<file path="src/rtl/mem_port_arbiter.sv">
// Shares one memory port between two requesters. One transaction at a time,
// memory outputs driven from registers, completion on ack or timeout.
module mem_port_arbiter #(
  parameter int unsigned TIMEOUT  = 16,
  parameter logic [31:0] ERR_DATA = 32'hDEADBEEF
) (
  input  logic        iClk,
  input  logic        iRst,
  input  logic        iC0_Read,
  input  logic        iC0_Write,
  input  logic [31:0] iC0_Addr,
  input  logic [31:0] iC0_WData,
  output logic [31:0] oC0_RData,
  output logic        oC0_Rdy,
  input  logic        iC1_Read,
  input  logic        iC1_Write,
  input  logic [31:0] iC1_Addr,
  input  logic [31:0] iC1_WData,
  output logic [31:0] oC1_RData,
  output logic        oC1_Rdy,
  output logic        oErr,
  output logic        oMem_Read,
  output logic        oMem_Write,
  output logic [31:0] oMem_Addr,
  output logic [31:0] oMem_WData,
  input  logic [31:0] iMem_RData,
  input  logic        iMem_Ack
);

  localparam int unsigned DW = 32;
  localparam int unsigned CW = 8;

  typedef enum logic [1:0] {
    ST_IDLE = 2'd0,
    ST_BUSY = 2'd1,
    ST_DONE = 2'd2
  } state_e;

  state_e        state_q, state_d;
  logic          owner_q, owner_d;
  logic          is_wr_q, is_wr_d;
  logic          last_gnt_q, last_gnt_d;
  logic          mem_rd_q, mem_rd_d;
  logic          mem_wr_q, mem_wr_d;
  logic [DW-1:0] mem_addr_q, mem_addr_d;
  logic [DW-1:0] mem_wdata_q, mem_wdata_d;
  logic [DW-1:0] c0_rdata_q, c0_rdata_d;
  logic [DW-1:0] c1_rdata_q, c1_rdata_d;
  logic          c0_rdy_q, c0_rdy_d;
  logic          c1_rdy_q, c1_rdy_d;
  logic          err_q, err_d;
  logic [CW-1:0] cnt_q, cnt_d;

  logic          req0_c;
  logic          req1_c;
  logic          gnt_c;
  logic          timeout_c;
  logic [DW-1:0] done_data_c;

  // Tie goes to whoever did not own the previous transaction.
  assign req0_c      = iC0_Read | iC0_Write;
  assign req1_c      = iC1_Read | iC1_Write;
  assign gnt_c       = (req0_c & req1_c) ? ~last_gnt_q : req1_c;
  assign timeout_c   = (cnt_q + CW'(1)) == CW'(TIMEOUT);
  assign done_data_c = iMem_Ack ? iMem_RData : ERR_DATA;

  always_comb begin
    state_d     = state_q;
    owner_d     = owner_q;
    is_wr_d     = is_wr_q;
    last_gnt_d  = last_gnt_q;
    mem_rd_d    = mem_rd_q;
    mem_wr_d    = mem_wr_q;
    mem_addr_d  = mem_addr_q;
    mem_wdata_d = mem_wdata_q;
    c0_rdata_d  = c0_rdata_q;
    c1_rdata_d  = c1_rdata_q;
    c0_rdy_d    = 1'b0;
    c1_rdy_d    = 1'b0;
    err_d       = 1'b0;
    cnt_d       = cnt_q;

    case (state_q)
      ST_IDLE: begin
        if (req0_c | req1_c) begin
          owner_d     = gnt_c;
          is_wr_d     = gnt_c ? iC1_Write : iC0_Write;
          mem_addr_d  = gnt_c ? iC1_Addr : iC0_Addr;
          mem_wdata_d = gnt_c ? iC1_WData : iC0_WData;
          mem_rd_d    = ~is_wr_d;
          mem_wr_d    = is_wr_d;
          cnt_d       = '0;
          state_d     = ST_BUSY;
        end
      end

      // Ack takes priority over a timeout landing on the same cycle.
      ST_BUSY: begin
        cnt_d = cnt_q + CW'(1);
        if (iMem_Ack | timeout_c) begin
          state_d  = ST_DONE;
          mem_rd_d = 1'b0;
          mem_wr_d = 1'b0;
          err_d    = ~iMem_Ack;
          c0_rdy_d = ~owner_q;
          c1_rdy_d = owner_q;
          if (!is_wr_q) begin
            if (owner_q) begin
              c1_rdata_d = done_data_c;
            end else begin
              c0_rdata_d = done_data_c;
            end
          end
        end
      end

      // Requests are ignored here so a requester still holding its stale
      // request is never granted twice.
      ST_DONE: begin
        last_gnt_d = owner_q;
        state_d    = ST_IDLE;
      end

      default: begin
        state_d = ST_IDLE;
      end
    endcase
  end

  always_ff @(posedge iClk) begin
    if (iRst) begin
      state_q     <= ST_IDLE;
      owner_q     <= 1'b0;
      is_wr_q     <= 1'b0;
      last_gnt_q  <= 1'b1;
      mem_rd_q    <= 1'b0;
      mem_wr_q    <= 1'b0;
      mem_addr_q  <= '0;
      mem_wdata_q <= '0;
      c0_rdata_q  <= '0;
      c1_rdata_q  <= '0;
      c0_rdy_q    <= 1'b0;
      c1_rdy_q    <= 1'b0;
      err_q       <= 1'b0;
      cnt_q       <= '0;
    end else begin
      state_q     <= state_d;
      owner_q     <= owner_d;
      is_wr_q     <= is_wr_d;
      last_gnt_q  <= last_gnt_d;
      mem_rd_q    <= mem_rd_d;
      mem_wr_q    <= mem_wr_d;
      mem_addr_q  <= mem_addr_d;
      mem_wdata_q <= mem_wdata_d;
      c0_rdata_q  <= c0_rdata_d;
      c1_rdata_q  <= c1_rdata_d;
      c0_rdy_q    <= c0_rdy_d;
      c1_rdy_q    <= c1_rdy_d;
      err_q       <= err_d;
      cnt_q       <= cnt_d;
    end
  end

  assign oC0_RData  = c0_rdata_q;
  assign oC1_RData  = c1_rdata_q;
  assign oC0_Rdy    = c0_rdy_q;
  assign oC1_Rdy    = c1_rdy_q;
  assign oErr       = err_q;
  assign oMem_Read  = mem_rd_q;
  assign oMem_Write = mem_wr_q;
  assign oMem_Addr  = mem_addr_q;
  assign oMem_WData = mem_wdata_q;

  a_rdy_onehot: assert property (@(posedge iClk) disable iff (iRst)
    !(c0_rdy_q && c1_rdy_q));
  a_err_with_rdy: assert property (@(posedge iClk) disable iff (iRst)
    err_q |-> (c0_rdy_q || c1_rdy_q));
  a_strobe_excl: assert property (@(posedge iClk) disable iff (iRst)
    !(mem_rd_q && mem_wr_q));

endmodule

</file>
<file path="config.mk">
export PLATFORM = sky130hd
export DESIGN_NAME = mem_port_arbiter
export DESIGN_NICKNAME = d
export VERILOG_FILES = /design/src/rtl/mem_port_arbiter.sv
export SDC_FILE = /design/constraint.sdc
export NUM_CORES = 1
export LEC_CHECK = 0
export BUFFER_PORTS_ARGS = -buffer_cell sky130_fd_sc_hd__buf_2
export CAP_MARGIN = 20
export CORE_ASPECT_RATIO = 0.9
export CORE_UTILIZATION = 42
export CTS_BUF_LIST = sky130_fd_sc_hd__clkbuf_4 sky130_fd_sc_hd__clkbuf_8 sky130_fd_sc_hd__clkbuf_16
export DETAILED_ROUTE_END_ITERATION = 12
export PLACE_DENSITY = 0.85
export SLEW_MARGIN = 20
export SYNTH_ARGS = -nofsm -noshare
export SYNTH_HDL_FRONTEND = slang
export SYNTH_SLANG_ARGS = --single-unit
</file>
<file path="constraint.sdc">
create_clock -name iClk -period 2.1 [get_ports iClk]
set_input_delay 0.63 -clock iClk [delete_from_list [all_inputs] [get_ports iClk]]
set_output_delay 0.63 -clock iClk [all_outputs]
set_load 0.1 [all_outputs]
</file>
# Yosys cells after proc, flatten, opt, wreduce, memory -nomap -nowiden
# Cells that the tools add are included.
[classes]
addsub = 1
eq_ne = 5
muxes = 15
bitwise = 12
n_reduce_logical = 9
[op_table]
columns = ["op", "n"]
rows = [
  ["2-to-1 mux 32 bit", 3],
  ["case mux 8 bit (2 select lines)", 1],
  ["adder 8 x 1 -> 8 bit (second input constant)", 1],
  ["== test 8 x 5 -> 1 bit (second input constant)", 1],
  ["2-to-1 mux 8 bit", 1],
  ["AND reduction 4 bit", 2],
  ["NOT 1 bit", 7],
  ["AND reduction 2 bit", 3],
  ["2-to-1 mux 1 bit", 5],
  ["2-to-1 mux 2 bit", 2],
  ["inequality test 2 bit (second input constant)", 2],
  ["OR 1 bit", 4],
  ["case mux 1 bit (2 select lines)", 2],
  ["case mux 2 bit (2 select lines)", 1],
  ["AND reduction 3 bit", 1],
  ["OR reduction 3 bit", 1],
  ["== test 2 x 1 -> 1 bit (second input constant)", 1],
  ["== test 2 bit (second input constant)", 1],
  ["zero test 2 bit", 1],
  ["nonzero test 2 bit", 1],
  ["bitwise AND 1 bit", 1],
]
[totals]
reg_bits = 146
input_bits = 167
output_inout_bits = 133
wordCells = 56

# Depth between registers and ports, before layout
# Gate-level depths: netlist of the first run.
[logic_depth]
depth_word = 7
ltp_mapped = 7
ltp_nobuf = 5

# Worst setup path before layout of the first run
# No wires, ideal clock.
[synth_timing]
kind = "in2reg"
startpoint = "input iC1_Write"
endpoint = "register mem_addr_q[12], in the netlist oMem_Addr[12]"
setup_time_ps = 134
t_arrival_ps = 1998
t_required_ps = 1966
path_slack_ps = -32
path_stages = 7
path_buffers = 3
cell_sequence = "or4_1 and2_1 clkbuf_1 clkbuf_1 clkbuf_1 nor2_1 a211oi_1"
[synth_between]
elab_chain_cells = 4
word_cells_on_any_way = 6
cone_classes = "2 x mux; 3 x bitwise; 1 x reduce/logical"
[synth_lines]
columns = ["item", "line_no", "source"]
rows = [
  ["start: declaration", "16", "input logic iC1_Write,"],
  ["OR 1 bit *", "62", "assign req1_c = iC1_Read | iC1_Write;"],
  ["bitwise AND 1 bit", "63", "assign gnt_c = (req0_c & req1_c) ? ~last_gnt_q : req1_c;"],
  ["2-to-1 mux 1 bit", "63", ""],
  ["2-to-1 mux 32 bit", "88", "mem_addr_d = gnt_c ? iC1_Addr : iC0_Addr;"],
  ["end signal: assignment", "153", "mem_addr_q <= mem_addr_d;"],
  ["end: declaration", "45", "logic [DW-1:0] mem_addr_q, mem_addr_d;"],
]
# Mark *: on every way between the ends. The rest lies on a longest branch, timed or not.
# A chain may end at the register's enable or synchronous reset.

# Final worst setup path of the first run
[layout_timing]
startpoint = "register cnt_q[0]"
endpoint = "register c0_rdata_q[27], in the netlist oC0_RData[27]"
[layout_between]
elab_chain_cells = 4
[layout_lines]
columns = ["item", "line_no", "source"]
rows = [
  ["start: declaration", "52", "logic [CW-1:0] cnt_q, cnt_d;"],
  ["start signal: assignment", "160", "cnt_q <= cnt_d;"],
  ["adder 8 x 1 -> 8 bit", "64", "assign timeout_c = (cnt_q + CW'(1)) == CW'(TIMEOUT);"],
  ["== test 8 x 5 -> 1 bit", "64", ""],
  ["OR 1 bit", "100", "if (iMem_Ack | timeout_c) begin"],
  ["AND reduction 4 bit (no source line)", "n/a", ""],
  ["end signal: assignment", "155", "c0_rdata_q <= c0_rdata_d;"],
  ["end: declaration", "47", "logic [DW-1:0] c0_rdata_q, c0_rdata_d;"],
]
# Every way passes these cells.

==> metrics.csv, run 1 <==
stage,metric,value,unit
run_status,status,finished clean,
placement,dpl cell area,0.00828,mm2
setup_path,Setup crit end,oC0_RData[27]$_SDFFE_PP0P_,
layout,final instance area,0.00892,mm2
drt,wire length per cell,16.6,um
drt,Residual DRC,0,
yosys,Syn Area/Cell,9.42,um2
setup_path,crit path kind,reg -> reg,
clock_network,TritonCTS clock tree,done,
clock_network,CTS buffer count,17,
drt,vias,6363,
yosys,"Seq/Total Area, Yosys",45.6,%
power,VDD IR-drop max,0.645,mV
layout,Antenna diodes,0,
global_routing,remaining global-route overflow,0,
clock_network,clk slew on worst S/H paths,0.06,ns
yosys,Async SR Flop Fraction,0,%
floorplan,# rows,42,
layout,"commonest non-fill, non-tap cells in the layout","buf_2, dfxtp_1, mux2i_1",
flow_run,max cap viols,0,
yosys,largest cells by area after synthesis,"dfxtp_1, mux2i_1, a211oi_1, o211ai_1, o31ai_1",
sta,Fin. Hold Viols,0,
yosys,Syn Nets,849,
yosys,synthesis-stage register bit count,146,
sta,Slew Limit Fails,0,
layout,layout net count,1129,
global_routing,first-pass GRT wire length,30.4,mm
yosys,post-synth top area share,45.6,%
sta,fmax,497,MHz
yosys,top_reg_cell synth,dfxtp_1,
sta,Finish-stage setup viols,0,
yosys,Synth Instances,681,
floorplan,Initial Util,43.3,%
yosys,Synth Cell Area,0.00641,mm2
layout,"commonest non-fill, non-tap cell in the layout",buf_2,
clock_network,cts hold-fix bufs,0,
power,Pwr Density,1080,mW/mm2
setup_path,Reg-to-Reg End,oC0_RData[27]$_SDFFE_PP0P_,
yosys,Synthesis Warnings,0,
layout,layout cell share with drive strength beyond 1,38.6,%
placement,PortBufs,299,
sta,worst rel slew slack,35.1,%
sta,worst-margin pin slew,0.973,ns
floorplan,die width,132,um
floorplan,IO Pins,300,
clock_network,clock root buffer,clkbuf_16,
clock_network,clock sink count,146,
floorplan,die area,0.0158,mm2
drt,DRT Wirelength,19.5,mm
power,leak pwr,4.31,nW
sta,RSZ-0062 raised after global routing,false,
setup_path,Critical Path AT,2.31,ns
placement,HPWL Detailed,13.7,mm
setup_path,"Max FO, Critical Path",25,
global_routing,number of global-route vias before repair,5996,
yosys,post-synth cell types,47,
setup_path,CP required,2.40,ns
placement,RePlAce Congestion,0.886,
setup_path,r2r worst-path depth,5,
clock_network,Clock Latency Late Sink,0.43,ns
yosys,"EDFF count, synth",0,
sta,Final Critical Period,2.01,ns
layout,Filler cells,1270,
setup_path,flop2flop setup slack,0.09,ns
drt,post-route ant nets,0,
floorplan,Vert. Die Dim,119,um
global_routing,Overall Global Routing Usage,24.4,%
power,total design power,9.64,mW
drt,DRT Pass-1 Iters,4,
sta,Worst Clk Skew,0.0169,ns
layout,Layout area overhead,39.1,%
setup_path,R2R Path Start,cnt_q[0]$_SDFFE_PP0P_,
drt,Vias/cell,5.43,
floorplan,core area,0.0148,mm2
clock_network,CTS Buffer Depth,2,
drt,DRT iter0 DRCs,423,
sta,Tcrit/Tclk final,95.8,%
hold_path,worst min-delay path class,in -> reg,
global_routing,initial antenna violation count,1,
setup_path,Critical Path End Type,flip-flop,
yosys,Synth area leader,dfxtp_1,
global_routing,largest net degree at the start of global routing,93,
setup_path,CP startpoint kind,flip-flop,
setup_path,critical path launch point,cnt_q[0]$_SDFFE_PP0P_,
clock_network,H-tree depth,4,
==> cell type report <==
| type | instances | area, um2 | area share [%] |
|---|---|---|---|
| Sequential cell | 146 | 2920 | 32.8 |
| Tap cell | 198 | 248 | 2.78 |
| Timing Repair Buffer | 331 | 1890 | 21.1 |
| Inverter | 3 | 11.3 | 0.126 |
| Clock inverter | 11 | 176 | 1.98 |
| Multi-Input combinational cell | 462 | 3220 | 36.0 |
| Clock buffer | 20 | 460 | 5.16 |
==> cells in the mapped netlist (4+ instances only) <==
cell type / instances
o21ai_0: 55
clkbuf_1: 49
mux2i_1: 80
buf_1: 5
nand2_1: 7
buf_2: 14
a21oi_1: 11
nand2b_1: 4
a211oi_1: 67
nand3_1: 7
o31ai_1: 48
dfxtp_1: 146
o211ai_1: 49
nor3_1: 18
nor2_1: 74
==> report_power, final <==
part	leakage, nW	switching, mW	internal [mW]	total (mW)
clock	0.299	1.20	2.07	3.26
combinational	2.81	2.55	0.656	3.21
sequential	1.20	0.135	3.04	3.17
total	4.31	3.88	5.76	9.64
==> per-stage QoR <==
step,setup WS [ns],hold slack [ns],instances,setup TNS [ns],util (%)
floorplan,0.00266,0.468,681,0,-
global placement,-0.0272,0.473,1140,-0.0272,55.9
detailed placement,-0.0533,0.479,1140,-0.153,55.9
CTS,0.0328,0.429,1171,0,60.2
global route,0.0115,0.439,1171,0,60.2
finish,0.0889,0.449,1171,0,60.2
==> layer usage <==
| layer | GRT usage [%] | share of wire (%) |
|---|---|---|
| met1 | 28.3 | 40 |
| met2 | 42.8 | 50 |
| met3 | 7.66 | 7.8 |
| met4 | 7.54 | 2.0 |
| met5 | 0 | 0.067 |
==> kinds of logic (layout without fill, tap and decap cells) <==
logic type	after synthesis	after routing	synth area share, %
flops	146	146	45.6
buf+inv	73	365	4.72
simple gates	134	134	9.72
mux	81	81	12.7
fa+ha+maj	1	1	0.195
compound gates	246	246	27.1
==> sequential cells by signal, summed over array words and instances, names as in the netlist, 2 cells and up <==
| name | count |
|---|---|
| cnt_q | 8 |
| oMem_WData | 32 |
| oC0_RData | 32 |
| oMem_Addr | 32 |
| oC1_RData | 32 |
| state_q | 2 |
==> worst min path at each step <==
stage,start,to,slack [ns],cells past startpoint
after floorplan,is_wr_q$_SDFFE_PP0P_,is_wr_q$_SDFFE_PP0P_,0.47,2
after global placement,oC0_RData[30]$_SDFFE_PP0P_,oC0_RData[30]$_SDFFE_PP0P_,0.47,2
after detailed placement,oC1_RData[19]$_SDFFE_PP0P_,oC1_RData[19]$_SDFFE_PP0P_,0.48,2
after CTS,iMem_Ack,oErr$_SDFF_PP0_,0.43,2
after global routing,iMem_Ack,oErr$_SDFF_PP0_,0.44,2
final,iMem_Ack,oErr$_SDFF_PP0_,0.45,2
==> repair_timing <==
action                                 CTS  global route
setup endpoints to repair                0             4
buffers inserted                         0             0
endpoints found under the hold margin    0             0
gates resized for setup                  0             1
==> worst max-delay path, stage by stage, from the launching register on <==
cell	delay, ns
dfxtp_1	0.40
ha_1	0.24
nand2_1	0.12
o41a_2	0.58
buf_12	0.19
o31ai_1	0.34
Note: power is estimated with default switching activity, not from simulation.
==> inputs of run 2 (changes only) <==
PLACE_DENSITY = 0.75   (was 0.85)
==> run 2 against run 1 <==
Sequential share of layout area about the same. Non-clock buffer count increased by 2. Combinational power about the same. Count of clock-buffer cells in the layout increased by 2. Register-to-register slack improved by 0.03 ns. Maximum frequency up 1.6%. Power fell by 1.3%. Final cell count grew 0.26%. Critical path depth is the same. Via count shrank 1.0%. Global-route usage decreased by 0.87 points. Clock power down 4%. Largest cell class unchanged. Highest routed layer unchanged.
==> metrics.csv, run 2 (same netlist as run 1, synthesis figures left out) <==
stage,metric,value,unit,change
clock_network,TritonCTS clock tree,done,,
floorplan,Vert. Die Dim,119,um,unchanged
setup_path,CP startpoint kind,flip-flop,,
clock_network,H-tree depth,4,,unchanged
sta,worst-margin pin slew,0.993,ns,+0.0199 ns
hold_path,worst min-delay path class,in -> reg,,
layout,layout cell share with drive strength beyond 1,38.8,%,+0.13 points
global_routing,Overall Global Routing Usage,23.5,%,-0.87 points
setup_path,R2R Path Start,cnt_q[0]$_SDFFE_PP0P_,,
sta,Tcrit/Tclk final,94.2,%,-1.5 points
setup_path,crit path kind,reg -> reg,,
power,Pwr Density,1070,mW/mm2,-1.4%
setup_path,"Max FO, Critical Path",41,,+64%
setup_path,critical path launch point,cnt_q[0]$_SDFFE_PP0P_,,
floorplan,Initial Util,43.3,%,unchanged
setup_path,Critical Path End Type,flip-flop,,
sta,Finish-stage setup viols,0,,unchanged
layout,"commonest non-fill, non-tap cells in the layout","buf_2, dfxtp_1, mux2i_1",,
clock_network,clock sink count,146,,unchanged
drt,wire length per cell,16.2,um,-2.8%
global_routing,initial antenna violation count,3,,+2
global_routing,first-pass GRT wire length,29.4,mm,-3.4%
layout,layout net count,1131,,+0.18%
sta,Slew Limit Fails,0,,unchanged
clock_network,CTS Buffer Depth,2,,unchanged
sta,RSZ-0062 raised after global routing,false,,
setup_path,Setup crit end,oC0_Rdy$_SDFF_PP0_,,
drt,vias,6299,,-1.0%
placement,RePlAce Congestion,0.834,,-5.8%
placement,dpl cells,1142,,+0.18%
sta,Fin. Hold Viols,0,,unchanged
clock_network,clk slew on worst S/H paths,0.06,ns,about the same
flow_run,max cap viols,0,,unchanged
setup_path,Critical Path AT,2.29,ns,-0.02 ns
sta,Final Critical Period,1.98,ns,-0.0325 ns
global_routing,largest net degree at the start of global routing,93,,unchanged
layout,"commonest non-fill, non-tap cell in the layout",buf_2,,
drt,DRT Wirelength,19.0,mm,-2.6%
drt,top routing layer in use,met5,,
clock_network,Post-CTS Setup Repair Bufs,0,,unchanged
setup_path,Reg-to-Reg End,oC0_Rdy$_SDFF_PP0_,,
floorplan,IO Pins,300,,unchanged
run_status,status,finished clean,,
floorplan,die area,0.0158,mm2,unchanged
setup_path,r2r worst-path depth,5,,unchanged
global_routing,remaining global-route overflow,0,,unchanged
layout,Final Non-Filler Cells,1174,,+0.26%
clock_network,CTS buffer count,17,,unchanged
placement,PortBufs,299,,unchanged
drt,Residual DRC,0,,unchanged
sta,worst rel slew slack,33.8,%,-1.3 points
power,leak pwr,4.33,nW,+0.44%
clock_network,PostCTS Resize Cnt,0,,unchanged
clock_network,cts hold-fix bufs,0,,unchanged
layout,Filler cells,1276,,+0.47%
placement,HPWL Detailed,13.4,mm,-1.6%
drt,DRT Pass-1 Iters,4,,unchanged
drt,Vias/cell,5.37,,-1.3%
drt,met3 wire len,1.27,mm,-16%
floorplan,# rows,42,,unchanged
setup_path,flop2flop setup slack,0.12,ns,+0.03 ns
sta,Worst Clk Skew,0.00856,ns,-0.00831 ns
clock_network,clock root buffer,clkbuf_16,,
clock_network,Clock Latency Late Sink,0.42,ns,about the same
power,VDD IR-drop max,0.642,mV,-0.47%
floorplan,core area,0.0148,mm2,unchanged
drt,DRT iter0 DRCs,450,,+6.4%
sta,setup TNS,0,ns,unchanged
drt,wl on met1,8.04,mm,+2.1%
floorplan,die width,132,um,unchanged
setup_path,CP required,2.41,ns,about the same
global_routing,number of global-route vias before repair,5576,,-7.0%
drt,metal2 WL,9.26,mm,-4.3%
sta,fmax,505,MHz,+1.6%
drt,post-route ant nets,0,,unchanged
layout,Layout area overhead,39.3,%,
## run 2: cell count changes in the layout (fill, tap and decap cells not counted), moves of 2 or more
cell | before | now
clkinvlp_4 | 4 | 2
buf_4 | 20 | 22
clkinv_2 | 0 | 3
inv_6 | 2 | 0
clkbuf_8 | 2 | 4
## run 2: worst min path at each step
stage	from	to	slack, ns	cells past startpoint
6_report	iMem_Ack	oErr$_SDFF_PP0_	0.47	2
2_1_floorplan	is_wr_q$_SDFFE_PP0P_	is_wr_q$_SDFFE_PP0P_	0.47	2
3_3_place_gp	oC0_RData[1]$_SDFFE_PP0P_	oC0_RData[1]$_SDFFE_PP0P_	0.47	2
5_1_grt	iMem_Ack	oErr$_SDFF_PP0_	0.48	2
3_5_place_dp	oC0_RData[15]$_SDFFE_PP0P_	oC0_RData[15]$_SDFFE_PP0P_	0.48	2
4_1_cts	iMem_Ack	oErr$_SDFF_PP0_	0.45	2
## run 2: routing by layer
layer	global-route usage, %	vias to the layer above
li1	-	3147
met1	28.5	2881
met2	40.1	239
met3	7.36	28
met4	6.68	4
met5	0	-
## run 2: metrics by stage
stage	total power [mW]	util (%)	hold WS [ns]	instance area (um2)	setup slack (ns)
2_1_floorplan	5.74	-	0.468	6420	0.00266
3_3_place_gp	6.42	56.1	0.473	8310	0.0127
3_5_place_dp	6.45	56.1	0.479	8310	-0.0366
4_1_cts	9.58	60.3	0.451	8930	0.0288
5_1_grt	9.86	60.3	0.478	8930	0.0156
6_report	9.52	60.3	0.474	8930	0.121
## run 2: cell type report
cell class	count	area, um2	share of cell area [%]
antenna	1	2.50	0.0280
sequential	146	2920	32.7
multi-input combinational	462	3220	36.0
tap	198	248	2.77
clock inverter	9	129	1.44
timing repair buffer	333	1920	21.5
clock buffer	22	488	5.46
inverter	3	11.3	0.126
## run 2: power breakdown
part | switching, mW | internal (mW) | leakage (nW)
Sequential | 0.137 | 3.04 | 1.20
Combinational | 2.54 | 0.677 | 2.82
Clock | 1.13 | 2.00 | 0.301
Total | 3.81 | 5.71 | 4.33
## run 2: worst max-delay path: stages (launching register included)
cell     delay (ns)
dfxtp_1        0.41
ha_1           0.25
nand2_1        0.11
o41a_2         0.58
buf_12         0.22
nor4_1         0.30
==> inputs of run 3 (changes only) <==
CORE_UTILIZATION = 40   (was 42)
GPL_ROUTABILITY_DRIVEN = 0   (was not set)
PLACE_DENSITY = 0.7   (was 0.75)
==> run 3 against run 2 <==
Routed wire length is 0.51% higher. Hold slack worse by 0.017 ns. Maximum frequency is 1.3% higher. Count of clock-buffer cells in the layout stayed put. Critical path type unchanged. Highest routed layer unchanged. Sequential share of layout area is 0.32 points higher.
==> metrics.csv, run 3 (same netlist as run 1, synthesis figures left out) <==
stage,metric,value,unit,change
setup_path,Setup crit end,oC0_RData[1]$_SDFFE_PP0P_,,
setup_path,Critical Path AT,2.28,ns,about the same
global_routing,remaining global-route overflow,0,,unchanged
sta,worst rel slew slack,64.3,%,+31 points
power,leak pwr,4.29,nW,-0.88%
drt,wire length per cell,16.2,um,about the same
drt,post-route ant nets,0,,unchanged
setup_path,CP startpoint kind,flip-flop,,
clock_network,Clock Latency Late Sink,0.43,ns,about the same
layout,Filler cells,1408,,+10%
floorplan,die area,0.0165,mm2,+4.9%
power,Clock Power Share,30.3,%,-2.5 points
floorplan,# rows,43,,+2.4%
power,Pint,5.31,mW,-7.0%
layout,Final Util,56.9,%,-3.4 points
power,switching part of the total power,41.8,%,+1.8 points
power,VDD IR-drop max,0.649,mV,+1.2%
setup_path,flop2flop setup slack,0.15,ns,+0.02 ns
layout,Final Non-Filler Cells,1179,,+0.43%
floorplan,Vert. Die Dim,122,um,+2.4%
layout,layout cell share with drive strength beyond 1,38.8,%,unchanged
global_routing,first-pass GRT wire length,29.6,mm,+0.61%
clock_network,CTS buffer count,17,,unchanged
sta,Slew Limit Fails,0,,unchanged
power,sequential share of power,34.7,%,+1.4 points
drt,DRT Wirelength,19.1,mm,+0.51%
placement,dpl cell area,0.00829,mm2,-0.24%
run_status,status,finished clean,,
hold_path,worst min-delay path class,in -> reg,,
clock_network,H-tree depth,4,,unchanged
sta,Final Critical Period,1.95,ns,-0.0246 ns
clock_network,clk slew on worst S/H paths,0.06,ns,about the same
floorplan,core area,0.0155,mm2,+4.9%
clock_network,cts hold-fix bufs,0,,unchanged
placement,PortBufs,299,,unchanged
setup_path,crit path kind,reg -> reg,,
clock_network,clock root buffer,clkbuf_16,,
setup_path,"slowest stage delay, CP",0.46,ns,-0.12 ns
sta,Worst Clk Skew,0.0246,ns,+0.0161 ns
drt,DRT Pass-1 Iters,4,,unchanged
drt,Residual DRC,0,,unchanged
sta,Tcrit/Tclk final,93.0,%,-1.2 points
sta,fin worst setup slack,0.146,ns,+0.0246 ns
sta,worst hold slack,0.457,ns,-0.0166 ns
sta,Finish-stage setup viols,0,,unchanged
setup_path,critical path launch point,cnt_q[0]$_SDFFE_PP0P_,,
floorplan,IO Pins,300,,unchanged
placement,HPWL Detailed,13.6,mm,+1.4%
power,total design power,9.14,mW,-4.0%
layout,Layout area overhead,37.9,%,
power,switching pwr,3.82,mW,+0.36%
sta,setup TNS,0,ns,unchanged
layout,layout net count,1131,,unchanged
global_routing,Overall Global Routing Usage,22.9,%,-0.60 points
sta,fmax,512,MHz,+1.3%
drt,DRT iter0 DRCs,417,,-7.3%
setup_path,R2R Path Start,cnt_q[0]$_SDFFE_PP0P_,,
setup_path,Critical Path End Type,flip-flop,,
drt,Vias/cell,5.29,,-1.4%
drt,vias,6237,,-0.98%
layout,"commonest non-fill, non-tap cell in the layout",buf_2,,
global_routing,largest net degree at the start of global routing,52,,-44%
sta,Fin. Hold Viols,0,,unchanged
clock_network,CTS Buffer Depth,2,,unchanged
layout,"commonest non-fill, non-tap cells in the layout","buf_2, dfxtp_1, mux2i_1",,
placement,dpl cells,1146,,+0.35%
placement,pre-CTS setup slack,0.0198,ns,+0.0564 ns
setup_path,slowest stage cell on the critical path,o41a_2,,
setup_path,"Max FO, Critical Path",48,,+17%
sta,RSZ-0062 raised after global routing,false,,
setup_path,CP required,2.43,ns,+0.02 ns
setup_path,Reg-to-Reg End,oC0_RData[1]$_SDFFE_PP0P_,,
flow_run,max cap viols,0,,unchanged
power,Comb pwr share,35.0,%,+1.2 points
floorplan,die width,135,um,+2.4%
setup_path,r2r worst-path depth,6,,+1
global_routing,number of global-route vias before repair,5605,,+0.52%
power,Pwr Density,1030,mW/mm2,-3.1%
clock_network,clock sink count,146,,unchanged
sta,worst-margin pin slew,0.535,ns,-0.458 ns
setup_path,CP Cell Sequence,"and4_1, buf_4, a21boi_0, o41a_2, buf_12, o31ai_1",,
global_routing,initial antenna violation count,4,,+1
clock_network,TritonCTS clock tree,done,,
layout,final instance area,0.00884,mm2,-1.0%
floorplan,Initial Util,41.2,%,-2.0 points
## run 3: worst min-delay path by stage
| stage | from | endpoint | slack [ns] | cells past startpoint |
|---|---|---|---|---|
| finish | iMem_Ack | oErr$_SDFF_PP0_ | 0.46 | 2 |
| detailed placement | oC1_RData[18]$_SDFFE_PP0P_ | oC1_RData[18]$_SDFFE_PP0P_ | 0.48 | 2 |
| global route | iMem_Ack | oErr$_SDFF_PP0_ | 0.48 | 2 |
| CTS | iMem_Ack | oErr$_SDFF_PP0_ | 0.46 | 2 |
| floorplan | is_wr_q$_SDFFE_PP0P_ | is_wr_q$_SDFFE_PP0P_ | 0.47 | 2 |
| global placement | oC0_RData[5]$_SDFFE_PP0P_ | oC0_RData[5]$_SDFFE_PP0P_ | 0.47 | 2 |
## run 3: worst max-delay path, delay by kind of cell, from the launching register on
family,cells,cell delay (ns)
AO/OA/AOI/OAI,3,0.83
flip-flops,1,0.40
buffers and inverters,2,0.38
AND/OR/NAND/NOR,1,0.26
## run 3: final cells by class
class                           count  area (um2)  area share [%]
Sequential cell                   146        2920            33.0
Clock buffer                       22         482            5.45
Inverter                            3        11.3           0.127
Timing Repair Buffer              333        1890            21.4
Multi-Input combinational cell    462        3220            36.4
Antenna cell                        2        5.00          0.0566
Tap cell                          202         253            2.86
Clock inverter                      9        58.8           0.665
## run 3: layer usage
layer | wire (um) | GRT usage (%) | vias to the layer above
met5 | 27 | 0 | -
met4 | 191 | 7.30 | 4
met3 | 1330 | 6.66 | 15
met2 | 9370 | 38.1 | 228
met1 | 8150 | 28.5 | 2840
li1 | - | - | 3150
## run 3: power groups by stage
stage	Combinational (mW)	Sequential, mW	Clock, mW
2_1_floorplan	0.715	5.03	0
3_3_place_gp	3.19	3.22	0
3_5_place_dp	3.21	3.23	0
4_1_cts	3.21	3.17	2.82
5_1_grt	3.34	3.20	2.95
6_report	3.20	3.17	2.77
## run 3: repair_timing
| item | CTS | global route |
|---|---|---|
| hold endpoints to repair | 0 | 0 |
| resized for setup | 0 | 1 |
| setup buffers | 0 | 0 |
| setup endpoints to repair | 0 | 1 |
